`src/rtl/calc_operand_unit.sv`:
```
// rtl/calc_operand_unit.sv - calculator operand capture, ALU/shift-add multiply and display mux
// Operands enter one hex digit at a time; a trigger_op rising edge runs the latched operation.
module calc_operand_unit #(
    parameter int WIDTH = 16
) (
    input  logic             i_clk,
    input  logic             i_rst,
    input  logic             i_trigger_1,
    input  logic             i_trigger_2,
    input  logic             i_trigger_op,
    input  logic [1:0]       i_estado,
    input  logic [3:0]       i_digit_in,
    input  logic [1:0]       i_op_code,
    output logic [WIDTH-1:0] o_display_value,
    output logic [WIDTH-1:0] o_result,
    output logic             o_overflow,
    output logic             o_busy,
    output logic             o_done,
    output logic [2:0]       o_digits_a,
    output logic [2:0]       o_digits_b
);

    typedef enum logic [1:0] {
        S_IDLE = 2'd0,
        S_CALC = 2'd1,
        S_DONE = 2'd2
    } state_t;

    state_t               r_state;
    state_t               w_next;
    logic [WIDTH-1:0]     r_op_a;
    logic [WIDTH-1:0]     r_op_b;
    logic [1:0]           r_op_q;
    logic                 r_trig_op_q;
    logic [1:0]           r_estado_q;
    logic [2*WIDTH-1:0]   r_acc;
    logic [WIDTH-1:0]     r_mplr;
    logic [4:0]           r_cnt;
    logic [WIDTH-1:0]     r_result;
    logic                 r_overflow;
    logic [2:0]           r_digits_a;
    logic [2:0]           r_digits_b;

    logic                 w_start;
    logic                 w_clear;
    logic                 w_abort;
    logic                 w_last;
    logic                 w_busy;
    logic [WIDTH:0]       w_sum;
    logic [WIDTH:0]       w_diff;
    logic [2*WIDTH-1:0]   w_acc_next;

    assign w_busy  = (r_state == S_CALC);
    assign w_start = (r_state == S_IDLE) && i_trigger_op && !r_trig_op_q;
    assign w_clear = (r_estado_q == 2'd3) && (i_estado == 2'd0);
    assign w_abort = (r_state != S_IDLE) && !i_trigger_op;
    assign w_last  = w_busy && (r_cnt == 5'd15);

    // Carry and borrow fall out of bit WIDTH of the widened add/sub.
    assign w_sum      = {1'b0, r_op_a} + {1'b0, r_op_b};
    assign w_diff     = {1'b0, r_op_a} - {1'b0, r_op_b};
    assign w_acc_next = r_acc + (r_mplr[0] ? ({{WIDTH{1'b0}}, r_op_a} << r_cnt) : '0);

    always_comb begin
        w_next = r_state;
        case (r_state)
            S_IDLE: if (w_start) w_next = (i_op_code == 2'b11) ? S_CALC : S_DONE;
            S_CALC: if (w_last)  w_next = S_DONE;
            S_DONE: w_next = S_DONE;
            default: w_next = S_IDLE;
        endcase
        if (w_abort || w_clear) w_next = S_IDLE;
    end

    always_ff @(posedge i_clk) begin
        if (i_rst) begin
            r_state     <= S_IDLE;
            r_op_a      <= '0;
            r_op_b      <= '0;
            r_op_q      <= '0;
            r_trig_op_q <= 1'b0;
            r_estado_q  <= '0;
            r_acc       <= '0;
            r_mplr      <= '0;
            r_cnt       <= '0;
            r_result    <= '0;
            r_overflow  <= 1'b0;
            r_digits_a  <= '0;
            r_digits_b  <= '0;
        end else begin
            r_state     <= w_next;
            r_trig_op_q <= i_trigger_op;
            r_estado_q  <= i_estado;
            if (w_clear) begin
                r_op_a     <= '0;
                r_op_b     <= '0;
                r_digits_a <= '0;
                r_digits_b <= '0;
                r_result   <= '0;
                r_overflow <= 1'b0;
            end else begin
                if (!w_busy && i_trigger_1 && (r_digits_a < 3'd4)) begin
                    r_op_a     <= {r_op_a[WIDTH-5:0], i_digit_in};
                    r_digits_a <= r_digits_a + 3'd1;
                end
                if (!w_busy && i_trigger_2 && (r_digits_b < 3'd4)) begin
                    r_op_b     <= {r_op_b[WIDTH-5:0], i_digit_in};
                    r_digits_b <= r_digits_b + 3'd1;
                end
                if (w_abort) begin
                    r_result   <= '0;
                    r_overflow <= 1'b0;
                end else if (w_start) begin
                    r_op_q <= i_op_code;
                    r_acc  <= '0;
                    r_mplr <= r_op_b;
                    r_cnt  <= '0;
                    case (i_op_code)
                        2'b00: begin
                            r_result   <= w_sum[WIDTH-1:0];
                            r_overflow <= w_sum[WIDTH];
                        end
                        2'b01: begin
                            r_result   <= w_diff[WIDTH-1:0];
                            r_overflow <= w_diff[WIDTH];
                        end
                        2'b10: begin
                            r_result   <= r_op_a & r_op_b;
                            r_overflow <= 1'b0;
                        end
                        default: ;
                    endcase
                end else if (w_busy) begin
                    r_acc  <= w_acc_next;
                    r_mplr <= r_mplr >> 1;
                    r_cnt  <= r_cnt + 5'd1;
                    if (w_last) begin
                        r_result   <= w_acc_next[WIDTH-1:0];
                        r_overflow <= |w_acc_next[2*WIDTH-1:WIDTH];
                    end
                end
            end
        end
    end

    always_comb begin
        o_display_value = '0;
        case (i_estado)
            2'd0: o_display_value = r_op_a;
            2'd1: o_display_value = r_op_b;
            2'd2: o_display_value = {{(WIDTH-2){1'b0}}, i_op_code};
            2'd3: o_display_value = (r_state == S_DONE) ? r_result : '0;
            default: o_display_value = '0;
        endcase
    end

    assign o_result   = r_result;
    assign o_overflow = r_overflow;
    assign o_busy     = w_busy;
    assign o_done     = (r_state == S_DONE);
    assign o_digits_a = r_digits_a;
    assign o_digits_b = r_digits_b;

endmodule

```
`config.mk`:
```
export PLATFORM = sky130hd
export DESIGN_NAME = calc_operand_unit
export DESIGN_NICKNAME = d
export VERILOG_FILES = /design/src/rtl/calc_operand_unit.sv
export SDC_FILE = /design/constraint.sdc
export NUM_CORES = 1
export LEC_CHECK = 0
export ABC_CLOCK_PERIOD_IN_PS = 8000
export CORE_ASPECT_RATIO = 0.7
export CORE_MARGIN = 5
export CORE_UTILIZATION = 55
export DETAILED_ROUTE_END_ITERATION = 10
export GPL_TIMING_DRIVEN = 0
export PLACE_DENSITY = 0.83
export SLEW_MARGIN = 20
export SYNTH_ARGS = -nofsm -noshare
export SYNTH_HDL_FRONTEND = slang
export SYNTH_SLANG_ARGS = --single-unit
```
`constraint.sdc`:
```
create_clock -name i_clk -period 8 [get_ports i_clk]
set_input_delay 0.8 -clock i_clk [delete_from_list [all_inputs] [get_ports i_clk]]
set_output_delay 0.8 -clock i_clk [all_outputs]
set_load 0.02 [all_outputs]
```
==> impl_results.md <==
* Outcome: completed
* Number of sinks on the clock net at 113
* Normalized max-slew margin at 0.284
* # rows at 38
* Number of H-tree branching levels at 4
* Met1 Use GR at 0.477
* Data arrival at the endpoint of the critical path at 6.32 ns
* Number of flip-flops and latches in the synthesized netlist at 113
* Launch instance of the worst register-to-register path: r_cnt[1]
* Hold Path Sink: r_acc[6]
* N_diodes at 0
* Fraction of the cycle the final worst path needs at 0.753
* Static leakage at 4.06 nW
* Count of flip-flops with a built-in enable after synthesis at 0
* Max Slew Vio Count at 0
* Upper clock frequency limit at 0.166 GHz
* Final Instance Count excl. Fillers at 1,482
* Longest Clk Path Bufs at 2
* GR Overflow Total at 0
* Hold Fails Final Rpt at 0
* Number of global-route vias before repair at 8,608
* Sequential share of the synthesized area at 0.254
* Synth area leaders: sky130_fd_sc_hd__dfxtp_1, sky130_fd_sc_hd__ha_1, sky130_fd_sc_hd__a21oi_1
* Fill cell count at 1,390
* Initial Util at 0.568
* Pin count of the biggest net entering global routing at 17
* Area enclosed by the die boundary at 18,900 um2
* Cell area after technology mapping at 8900 um2
* Worst R2R End: o_overflow
* Iteration-0 DRC Markers at 1,294
* Total routed wirelength at 31.1 mm
* Hold buffers post-CTS at 0
* Critical Path Source Type: register
* # placed instances at 1,450
* Final setup violating endpoints at 0
* Global routing met2 resource utilization at 0.462
* Area fraction of the dominant cell type after synthesis at 0.254
* End-of-flow core utilization at 0.654
* Detail-routed net length per standard cell at 21.0 um
* Gate count after technology mapping at 1,198
* Vias per std cell at 6.49
* Slowest Stage Delay on Critical Path at 0.57 ns
* Global-route layer with the greatest usage: met1
* Final-stage net count at 1,360
* Cell accounting for the most synthesized area: sky130_fd_sc_hd__dfxtp_1
* Slew at the pin closest to its max-slew limit at 1.07 ns
* Count of buffer and inverter cells on the critical path at 3
* Crit path max-delay cell type: sky130_fd_sc_hd__clkbuf_1
* Initial antenna violation count at 0
* Setup tns final at 0 ns
* CP Capture Type: register
* Maximum VDD drop at 0.136 mV
* Worst reg-to-reg setup slack at 1.97 ns
* Post-synthesis cell type count at 76
* CTS tree: done
* Wire length of the first global-routing pass at 48.3 mm
* Core ar. at 15,700 um2
* Worst min-delay path startpoint: r_acc[6]
* Minimum clock period after layout at 6.03 ns
* First-pass iteration count of the detailed router at 8
* Worst path cell trace: clkbuf_1, clkbuf_1, clkbuf_1, nand2_1, o21ai_0, o211a_1, a21oi_1, o22ai_1, and2_1, ha_1, a21oi_1, o21bai_1, a2111oi_0, or3_1, o21ai_1, xor2_1, a211o_2, or4_1, or4_1, nor3_2, a21oi_1
* Post-detail-place hpwl at 23.5 mm
* Clock insertion delay at the later pin of the skew report at 0.42 ns
* Required time of the critical path at 8.29 ns
* Layout overhead on the synthesized area at 15.3%
* Max-cap viol count at 0
* Post-detailed-route count of antenna-violating nets at 0
* Final routed DRC violation total at 0
* Maximum fanout along the worst path at 10
* Crit path kind: register to register
* Number of buffer cells added on primary ports at 52
* CTS root buffer: sky130_fd_sc_hd__clkbuf_16
* Synth warnings at 0
* Global-route met3 utilization at 0.0988
* Dominant register cell in the synthesized netlist: sky130_fd_sc_hd__dfxtp_1
* Die extent in x at 162 um
* Last weighted congestion value of the routability-driven placer at 1.05
* Most frequent cells after synthesis: sky130_fd_sc_hd__nand2_1, sky130_fd_sc_hd__a21oi_1, sky130_fd_sc_hd__nor2_1, sky130_fd_sc_hd__dfxtp_1, sky130_fd_sc_hd__ha_1
* Clock slew seen by the registers of the worst setup and hold paths at 0.07 ns
* Power density normalized to cell area at 195 nW/um2
* Combined global-route utilization of all metal layers at 0.327
* Skew final at 0.0117 ns
* Type of the most critical hold path: register to register
* Via count at 9,622
* Share of layout cells above drive strength 1 at 0.0515
* Depth of the worst register-to-register path at 21
* Die Ht at 116 um
* Dominant delay contributor by cell family on the critical path: compound AO/OA/AOI/OAI gates
* Cell with the most instances after synthesis: sky130_fd_sc_hd__nand2_1
* Syn_nets at 1,289
* CTS Buf Count at 17
* Number of gates resized after cts at 0
* I/O pin count at 54
* Setup repair after global routing missed its margin: no
* Avg Cell Area, Syn at 7.43 um2
* Worst hold stages at 2
* Setup repair bufs after CTS at 0
* Async set-reset flop share out of synthesis at 0
==> worst max path at each step <==
stage / start / endpoint / slack [ns] / cells past startpoint
final: r_cnt[1] / o_overflow / 1.97 / 21
after CTS: r_cnt[1] / o_overflow / 2.08 / 20
after global routing: r_cnt[1] / o_overflow / 1.67 / 20
after detailed placement: r_cnt[1] / o_overflow / 2.10 / 20
after floorplan: r_cnt[1] / o_overflow / 2.90 / 20
after global placement: r_cnt[1] / o_overflow / 2.12 / 20
==> per-layer routing <==
layer,part of all wire,vias to the layer above
li1,-,4444
met1,0.44,4504
met2,0.39,620
met3,0.15,54
met4,0.025,0
met5,0,-
==> where the power goes <==
group	internal (mW)	total [mW]	switching [mW]	leakage [nW]
clock network	0.445	0.779	0.334	0.289
logic	0.194	0.586	0.392	2.85
registers	0.594	0.642	0.0477	0.916
==> cell type report <==
type / instances / area [um2] / share of cell area
clock inverters: 15 / 164 / 0.0160
multi-input cells: 966 / 6190 / 0.603
plain buffers: 71 / 275 / 0.0268
well taps: 200 / 250 / 0.0244
inverters: 48 / 180 / 0.0176
repair buffers: 52 / 520 / 0.0507
flip-flops and latches: 113 / 2260 / 0.220
clock buffers: 17 / 425 / 0.0414
==> state kept, by name, summed over array words and instances (netlist names), 3 cells and up <==
signal,cells
o_digits_a,3
o_digits_b,3
o_result,16
r_acc,32
r_cnt,5
r_mplr,16
r_op_a,16
r_op_b,16
==> cells by family after synthesis <==
logic type | Yosys count | synth area share
simple gates | 415 | 0.207
compound gates | 377 | 0.268
buf+inv | 119 | 0.0511
flops | 113 | 0.254
fa+ha+maj | 78 | 0.112
mux | 50 | 0.0617
xor+xnor | 46 | 0.0452
==> tightest hold or removal path, delay by kind of cell (launching register included) <==
family | cells | cell delay (ns)
simple gates | 1 | 0.06
compound gates | 1 | 0.05
flops | 1 | 0.32
==> layout by cell type (no fill, tap or decap), types with 5 or more instances in the layout <==
master                            count
sky130_fd_sc_hd__mux2_2               9
sky130_fd_sc_hd__nand2_1            156
sky130_fd_sc_hd__inv_1               45
sky130_fd_sc_hd__a31oi_1             12
sky130_fd_sc_hd__nand2b_1            10
sky130_fd_sc_hd__or2_2                5
sky130_fd_sc_hd__nor2b_1             16
sky130_fd_sc_hd__a221oi_1             5
sky130_fd_sc_hd__xnor2_1             30
sky130_fd_sc_hd__o22ai_1             14
sky130_fd_sc_hd__a211oi_1             9
sky130_fd_sc_hd__a21boi_0             6
sky130_fd_sc_hd__clkbuf_16           17
sky130_fd_sc_hd__a22oi_1             28
sky130_fd_sc_hd__o21ai_0             72
sky130_fd_sc_hd__nor3_1              25
sky130_fd_sc_hd__and3_1              12
sky130_fd_sc_hd__o21bai_1             9
sky130_fd_sc_hd__a222oi_1            15
sky130_fd_sc_hd__nor2_1             131
sky130_fd_sc_hd__xor2_1              16
sky130_fd_sc_hd__a21oi_1            134
sky130_fd_sc_hd__buf_1                9
sky130_fd_sc_hd__a21o_1              19
sky130_fd_sc_hd__mux2i_1             38
sky130_fd_sc_hd__inv_8                5
sky130_fd_sc_hd__dfxtp_1            113
sky130_fd_sc_hd__and2_1              10
sky130_fd_sc_hd__ha_1                75
sky130_fd_sc_hd__or3_1                7
sky130_fd_sc_hd__clkdlybuf4s50_1     52
sky130_fd_sc_hd__nand3_1             22
sky130_fd_sc_hd__clkbuf_1            59
sky130_fd_sc_hd__o21a_1               8
sky130_fd_sc_hd__o211ai_1             7
sky130_fd_sc_hd__inv_6                6
==> stage by stage <==
stage	setup WS [ns]	power (mW)	hold WS, ns	area (um2)
after floorplan	2.90	1.01	0.436	8900
after global placement	2.12	1.20	0.442	9680
after detailed placement	2.10	1.21	0.457	9680
after CTS	2.08	1.98	0.474	10300
after global routing	1.67	2.07	0.496	10300
final	1.97	2.01	0.473	10300
No activity file was read; power rests on OpenSTA's default activity.
